## config.mk

```make
export PLATFORM = sky130hd
export DESIGN_NAME = mem_arbiter
export DESIGN_NICKNAME = d
export VERILOG_FILES = /design/src/rtl/mem_arbiter.sv
export SDC_FILE = /design/constraint.sdc
export NUM_CORES = 1
export LEC_CHECK = 0
export ABC_AREA = 1
export CAP_MARGIN = 15
export CORE_AREA = 3 3 156 158
export DETAILED_ROUTE_END_ITERATION = 6
export DIE_AREA = 0 0 159 161
export PLACE_DENSITY = 0.63
export SYNTH_ARGS = -nofsm -noshare
export SYNTH_HDL_FRONTEND = slang
export SYNTH_SLANG_ARGS = --single-unit
```

## constraint.sdc

```tcl
create_clock -name clk -period 1.9 [get_ports clk]
set_input_delay 0.57 -clock clk [delete_from_list [all_inputs] [get_ports clk]]
set_output_delay 0.57 -clock clk [all_outputs]
set_load 0.02 [all_outputs]
```

## src/rtl/mem_arbiter.sv

```systemverilog
// mem_arbiter: two-requester, single-outstanding memory arbiter.
//
// Requester 0 is instruction fetch and requester 1 is load/store. Only one
// transaction is in flight at a time. The FSM moves through IDLE, then ACCESS
// (LATENCY cycles), then RESP (until the owner takes the response).
//
// Ports:
//   clk, rst_n                 clock, asynchronous active-low reset
//   mX_req_valid/ready         request handshake, X = 0 (fetch), 1 (ld/st)
//   mX_addr/wen/wdata/len      request payload (byte address, write flag,
//                              write data, byte length)
//   mX_resp_valid/ready        response handshake
//   mX_rdata                   read data, or 0 when X does not own a response
//   ram_valid/wen              RAM read enable and write strobe
//   ram_addr/wdata/rlen        latched request fields presented to the RAM
//   ram_rdata                  combinational RAM read data
//   busy                       high whenever the FSM is outside IDLE
//   grant_id                   owner of the current or most recent transaction
module mem_arbiter #(
  parameter int LATENCY = 1
) (
  input  logic        clk,
  input  logic        rst_n,
  input  logic        m0_req_valid,
  output logic        m0_req_ready,
  input  logic [31:0] m0_addr,
  input  logic        m0_wen,
  input  logic [31:0] m0_wdata,
  input  logic [31:0] m0_len,
  output logic        m0_resp_valid,
  input  logic        m0_resp_ready,
  output logic [31:0] m0_rdata,
  input  logic        m1_req_valid,
  output logic        m1_req_ready,
  input  logic [31:0] m1_addr,
  input  logic        m1_wen,
  input  logic [31:0] m1_wdata,
  input  logic [31:0] m1_len,
  output logic        m1_resp_valid,
  input  logic        m1_resp_ready,
  output logic [31:0] m1_rdata,
  output logic        ram_valid,
  output logic        ram_wen,
  output logic [31:0] ram_addr,
  output logic [31:0] ram_wdata,
  output logic [31:0] ram_rlen,
  input  logic [31:0] ram_rdata,
  output logic        busy,
  output logic        grant_id
);

  localparam logic [1:0] ST_IDLE   = 2'd0;
  localparam logic [1:0] ST_ACCESS = 2'd1;
  localparam logic [1:0] ST_RESP   = 2'd2;

  // The counter counts down to 0, so ACCESS lasts exactly LATENCY cycles.
  localparam logic [3:0] CNT_LOAD = 4'(LATENCY - 1);

  logic [1:0]  state_reg;
  logic [3:0]  cnt_reg;
  logic        ptr_reg;      // requester granted last; the other one wins a tie
  logic        grant_reg;
  logic [31:0] addr_reg;
  logic [31:0] wdata_reg;
  logic [31:0] len_reg;
  logic [31:0] rdata_reg;
  logic        wen_reg;

  logic [1:0]  req_valid;
  logic [1:0]  req_ready;
  logic [1:0]  resp_valid;
  logic [1:0]  resp_ready;
  logic [31:0] rdata_out [2];

  logic is_idle;
  logic is_access;
  logic is_resp;
  logic any_req;
  logic winner;
  logic last_access;

  assign req_valid  = {m1_req_valid, m0_req_valid};
  assign resp_ready = {m1_resp_ready, m0_resp_ready};

  assign is_idle     = (state_reg == ST_IDLE);
  assign is_access   = (state_reg == ST_ACCESS);
  assign is_resp     = (state_reg == ST_RESP);
  assign any_req     = |req_valid;
  assign last_access = is_access && (cnt_reg == 4'd0);

  // A sole requester wins. On a tie, the requester that was not granted
  // last wins.
  assign winner = (req_valid == 2'b11) ? ~ptr_reg : req_valid[1];

  // Per-requester handshake and response outputs. The ready output is gated
  // by rst_n so that every output stays low while reset is held.
  for (genvar gi = 0; gi < 2; gi++) begin : g_port
    assign req_ready[gi]  = rst_n && is_idle && req_valid[gi] && (winner == 1'(gi));
    assign resp_valid[gi] = is_resp && (grant_reg == 1'(gi));
    assign rdata_out[gi]  = resp_valid[gi] ? rdata_reg : 32'h0;
  end

  assign m0_req_ready  = req_ready[0];
  assign m1_req_ready  = req_ready[1];
  assign m0_resp_valid = resp_valid[0];
  assign m1_resp_valid = resp_valid[1];
  assign m0_rdata      = rdata_out[0];
  assign m1_rdata      = rdata_out[1];

  always_ff @(posedge clk or negedge rst_n) begin
    if (!rst_n) begin
      state_reg <= ST_IDLE;
      cnt_reg   <= 4'd0;
      ptr_reg   <= 1'b1;
      grant_reg <= 1'b0;
      addr_reg  <= 32'h0;
      wdata_reg <= 32'h0;
      len_reg   <= 32'h0;
      rdata_reg <= 32'h0;
      wen_reg   <= 1'b0;
    end else begin
      case (state_reg)
        ST_IDLE: begin
          // The winner's ready follows its own valid, so any pending request
          // is a handshake.
          if (any_req) begin
            grant_reg <= winner;
            addr_reg  <= winner ? m1_addr  : m0_addr;
            wen_reg   <= winner ? m1_wen   : m0_wen;
            wdata_reg <= winner ? m1_wdata : m0_wdata;
            len_reg   <= winner ? m1_len   : m0_len;
            cnt_reg   <= CNT_LOAD;
            state_reg <= ST_ACCESS;
          end
        end
        ST_ACCESS: begin
          if (cnt_reg == 4'd0) begin
            rdata_reg <= wen_reg ? 32'h0 : ram_rdata;
            state_reg <= ST_RESP;
          end else begin
            cnt_reg <= cnt_reg - 4'd1;
          end
        end
        ST_RESP: begin
          if (resp_ready[grant_reg]) begin
            ptr_reg   <= grant_reg;
            state_reg <= ST_IDLE;
          end
        end
        default: state_reg <= ST_IDLE;
      endcase
    end
  end

  // Writes with addr[28] set address an unmapped region. They are dropped
  // silently but still get a response.
  assign ram_valid = is_access;
  assign ram_wen   = last_access && wen_reg && !addr_reg[28];
  assign ram_addr  = addr_reg;
  assign ram_wdata = wdata_reg;
  assign ram_rlen  = len_reg;
  assign busy      = !is_idle;
  assign grant_id  = grant_reg;

endmodule

```

# --- Yosys cells after proc, flatten, opt, wreduce, memory -nomap -nowiden ---
# Index checks and enable logic that the tools add are counted.
word_totals:
  latch_bits: 0
  out_inout_bits: 168
  input_bits: 232
  regBits: 137
  mem_bits_ro: 0
  n_memories: 0
  ram_bits: 0
op_classes:
  n_addsub: 1
  n_eq_ne: 7
  div_mod_pow: 0
  n_lt_le_gt_ge: 1
  mux: 17
  shift: 0
  mul: 0
  bitwise_logic: 3
  reduce_logical: 21
ops:
  columns: ["operator", "count"]
  rows:
  - ["$mux 32", 6]
  - ["$logic_and 1x1->1", 10]
  - ["$mux 4", 2]
  - ["$pmux 4 s2", 1]
  - ["$mux 2", 3]
  - ["$ne 2x1->1 const B", 3]
  - ["$pmux 2 s3", 1]
  - ["$reduce_and 2->1", 3]
  - ["$reduce_and 3->1", 2]
  - ["$eq 2x2->1 const B", 2]
  - ["$logic_not 4->1", 1]
  - ["$mux 1", 4]
  - ["$sub 4x1->4 const B", 1]
  - ["$not 1->1", 3]
  - ["$eq 2x1->1 const B", 1]
  - ["$logic_not 1->1", 2]
  - ["$logic_not 2->1", 1]
  - ["$lt 1x2->1 const B", 1]
  - ["$ne 2x2->1 const B", 1]
  - ["$reduce_bool 2->1", 1]
  - ["$reduce_or 2->1", 1]

# --- Depth between registers and ports, before layout ---
# Gate-level depths: netlist of the first run.
depth:
  depth_word: 4
  mapped_depth: 8
  depth_no_buf: 7

# --- Worst setup path after synthesis of the first run ---
# Ideal clock, no wire load.
synth_path:
  kind: "flip-flop to output port"
  start: "register state_reg[0]"
  end: "output m1_rdata[10]"
  path_stages_with_launch: 7
  path_slack_ps: -191
  required_ps: 1330
  arrival_ps: 1521
  path_cell_list: "dfrtp_1 > inv_1 > nand2_1 > nor2_1 > inv_2 > buf_2 > nor2_1"
synth_between:
  elab_chain_cells: 3
synth_rtl:
  columns: ["element", "line_no", "rtl"]
  rows:
  - ["from (decl)", "59", "logic [1:0] state_reg;"]
  - ["from (signal assigned)", "112", "state_reg <= ST_IDLE;"]
  - ["from (signal assigned)", "133", "state_reg <= ST_ACCESS;"]
  - ["from (signal assigned)", "139", "state_reg <= ST_RESP;"]
  - ["$eq 2x2->1", "87", "assign is_resp = (state_reg == ST_RESP);"]
  - ["$logic_and 1x1->1", "99", "assign resp_valid[gi] = is_resp && (grant_reg == 1'(gi));"]
  - ["named net m1_resp_valid", "39", "output logic m1_resp_valid,"]
  - ["$mux 32", "100", "assign rdata_out[gi] = resp_valid[gi] ? rdata_reg : 32'h0;"]
  - ["to (decl)", "41", "output logic [31:0] m1_rdata,"]
# The timed path passes the listed nets, and every way through them passes these cells.

# --- Final worst setup path of the first run ---
layout_path:
  start: "register state_reg[0]"
  end: "output m1_rdata[14]"
layout_between:
  elab_chain_cells: 3
layout_rtl:
  columns: ["element", "line_no"]
  rows:
  - ["$eq 2x2->1", "87"]
  - ["$logic_and 1x1->1", "99"]
  - ["$mux 32", "100"]
# No other way between the ends.

==> flow_summary.yaml, run 1 <==
sta:
  max-slew-margin-rel_pct: 48.9
  setup_viol: 70
  fin_skew_ns: 0.0129
  hold_viol: 0
  maxSlewViolCount: 0
  final.setup.tns_ns: -14.28
  worst_pin_slew_ns: 0.767
  rsz0062_at_grt: "true"
  max_freq_ghz: 0.465
  fin_ws_ns: -0.251
  fin_crit_sh_pct: 113
  period_minus_slack_ns: 2.15
synthesis:
  synth_cell_types: 27
  yosysMostFrequentCell: "nand3_1"
  synth_area_um2: 7020
  synth_flop_cell: "dfrtp_1"
  synth_top_area_cell: "dfrtp_1"
  async_flop_share_pct: 100
  synth_seq_cells: 137
  seq_area_frac_synth_pct: 48.8
  synth.top_cells.by_area: "dfrtp_1, nand3_1, o21a_1"
  synth_enable_flop_cells: 0
  yosys.area.top_type_share_pct: 48.5
  synthesis.nets: 1042
  synthCells: 809
  yosysWarnings: 0
  syn_area_per_cell_um2: 8.68
  synth_commonest_cells: "nand3_1, dfrtp_1, nand2_1"
drt:
  firstDrtPassIters: 5
  num_vias: 7212
  ant_nets: 0
  routed_wl_um: 25600
  vias_per_cell: 4.64
  wl_per_cell_um: 16.5
  drt-initial-drc-count: 317
  drc: 0
finish:
  final_area_um2: 12300
  multi_input_area_um2: 3210
  area_growth_pct: 75.1
  fill_cells: 2302
  final_util_pct: 52.9
  diodes: 0
  layout.nets: 1454
  final_layout_size_suffix_gt1_share_pct: 21.0
  register_area_um2: 3430
critical_path:
  crit_type: "flip-flop to primary output"
  critPathLaunchType: "flip-flop"
  end_kind: "primary output"
  cp.required_ns: 1.33
  crit_fanout: 6
  worstPathArrival_ns: 1.58
die:
  fp.coreArea_um2: 23300
  fp.dieArea_um2: 25600
  die_y_um: 161
  io-pin-count: 400
  initial_core_util_pct: 30.2
  die-width_um: 159
  num_rows: 56
clock_tree:
  clock_path_buffers: 2
  cts.clk_slew.worst_paths_ns: 0.07
  tritoncts: "yes"
  cts_hold_buf: 0
  clockRootBuffer: "clkbuf_16"
  insertion_delay_ns: 0.42
  clock_sinks: 137
  cts-htree-levels: 4
  numCtsBuffers: 17
power_and_ir_drop:
  p_switching_mw: 7.28
  p_int_mw: 10.4
  p_total_mw: 17.7
  seqPwrFrac_pct: 28.1
  power-per-cell-area_nw_per_um2: 1440
  combPwrFrac_pct: 51.6
  netSwitchingFraction_pct: 41.2
  ir_drop_mv: 0.596
  pwr-share-clk_pct: 20.3
  leakage_nw: 5.22
hold_path:
  hold_path_class: "input port to asynchronous set/reset pin"
place:
  dpl_cell_area_um2: 11500
  dp_hpwl_um: 18800
  pre_cts_slack_ns: -0.661
  portBuffers: 399
  gp_congestion: 0.820
run_status:
  violations: "negative setup slack"
  outcome: "complete, but fails checks"
grt:
  grtUsageTotal_pct: 19.3
  grt-ovfl-total: 0
  grt_pass1_wl_um: 39200
  grt_antenna_before_repair: 0
  grt_pass1_vias: 6894
  grt_max_degree: 137
flow_run:
  maxCapViolCount: 0
==> final timing paths <==
check                              from       endpoint  slack, ns  cells past startpoint
min in group clk           ram_wdata[5]   ram_wdata[5]       0.48                      1
max                        state_reg[0]   m1_rdata[14]      -0.25                      7
max reg2reg                state_reg[1]   ram_addr[19]       0.06                     10
min reg2reg                ram_wdata[5]   ram_wdata[5]       0.48                      1
max in group asynchronous         rst_n    ram_addr[1]       0.92                      3
min                               rst_n  ram_wdata[13]       0.03                      2
==> cell families (layout without fill, tap and decap cells) <==
family | after synthesis | after routing | share of synthesized area [%]
simple gates | 419 | 419 | 28.3
compound gates | 138 | 138 | 14.0
flops | 137 | 137 | 48.8
buf+inv | 113 | 538 | 8.64
fa+ha+maj | 1 | 1 | 0.178
xor+xnor | 1 | 1 | 0.125
==> through the flow <==
stage                     cells  hold WS, ns
after floorplan             809        0.274
after global placement     1510        0.469
after detailed placement   1510        0.464
after CTS                  1548      0.00782
after global routing       1553      0.00798
final                      1553       0.0330
==> cells in the final DEF, fill, tap and decap left out, types with 2 or more instances in the layout <==
cell             synthesis  final
bufinv_16                0      4
buf_12                   0      7
nor2_2                   0     24
nand3_1                209    205
clkbuf_1                14      2
o21ai_2                 10     10
o21ai_0                  9      9
nor2_1                  74     35
o21a_1                  96     96
inv_1                   39     36
clkdlybuf4s50_1          0    228
nand2_1                110    108
clkbuf_16                0     18
clkinv_4                 0      3
dfrtp_1                136    135
nor2_4                   3     18
nand2_4                  0      3
buf_6                   17     46
inv_2                    5      5
inv_6                    0      4
clkinvlp_4               0      3
dlygate4sd2_1            0     97
buf_4                    4     80
o21ai_1                 20     20
nand3_2                 19     23
==> final cells by class <==
type,instances,share of cell area (%)
Clock buffer,19,3.52
Clock inverter,13,1.58
Inverter,45,1.50
Multi-Input combinational cell,559,26.1
Sequential cell,137,27.9
Tap cell,319,3.25
Timing Repair Buffer,461,36.2
==> metal layers <==
| metal | vias up | track usage [%] | share of wire [%] |
|---|---|---|---|
| met1 | 3347 | 23.9 | 42 |
| li1 | 3552 | - | - |
| met3 | 22 | 5.80 | 7.2 |
| met4 | 0 | 5.17 | 1.7 |
| met5 | - | 0 | 0 |
| met2 | 291 | 32.9 | 49 |
==> what timing repair did <==
action | in CTS | in global routing
buffers inserted | 6 | 4
setup endpoints to repair | 170 | 87
cloned | 0 | 2
gates resized for setup | 526 | 38
pin swaps | 4 | 3
==> power groups by stage <==
| stage | registers [mW] | clock network, mW | logic, mW |
|---|---|---|---|
| floorplan | 6.29 | 0 | 4.02 |
| global placement | 5.01 | 0 | 9.46 |
| detailed placement | 5.05 | 0 | 9.52 |
| CTS | 4.99 | 3.70 | 9.07 |
| global route | 5.15 | 3.82 | 9.85 |
| finish | 4.97 | 3.59 | 9.13 |
==> critical path, cell delays in order, from the launching register on <==
cell and delay (ns):
dfrtp_1 0.38, inv_2 0.08, nand2_4 0.07, nor2_4 0.17
inv_6 0.08, clkbuf_16 0.17, nor2_1 0.08, buf_4 0.14
Power figures use the tool's default switching activity.
==> run 2: changes to the inputs <==
Settings changed: CAP_MARGIN 15 to 25.
==> results of run 2 <==
Final layout, timing and power as in run 1 (identical DEF).
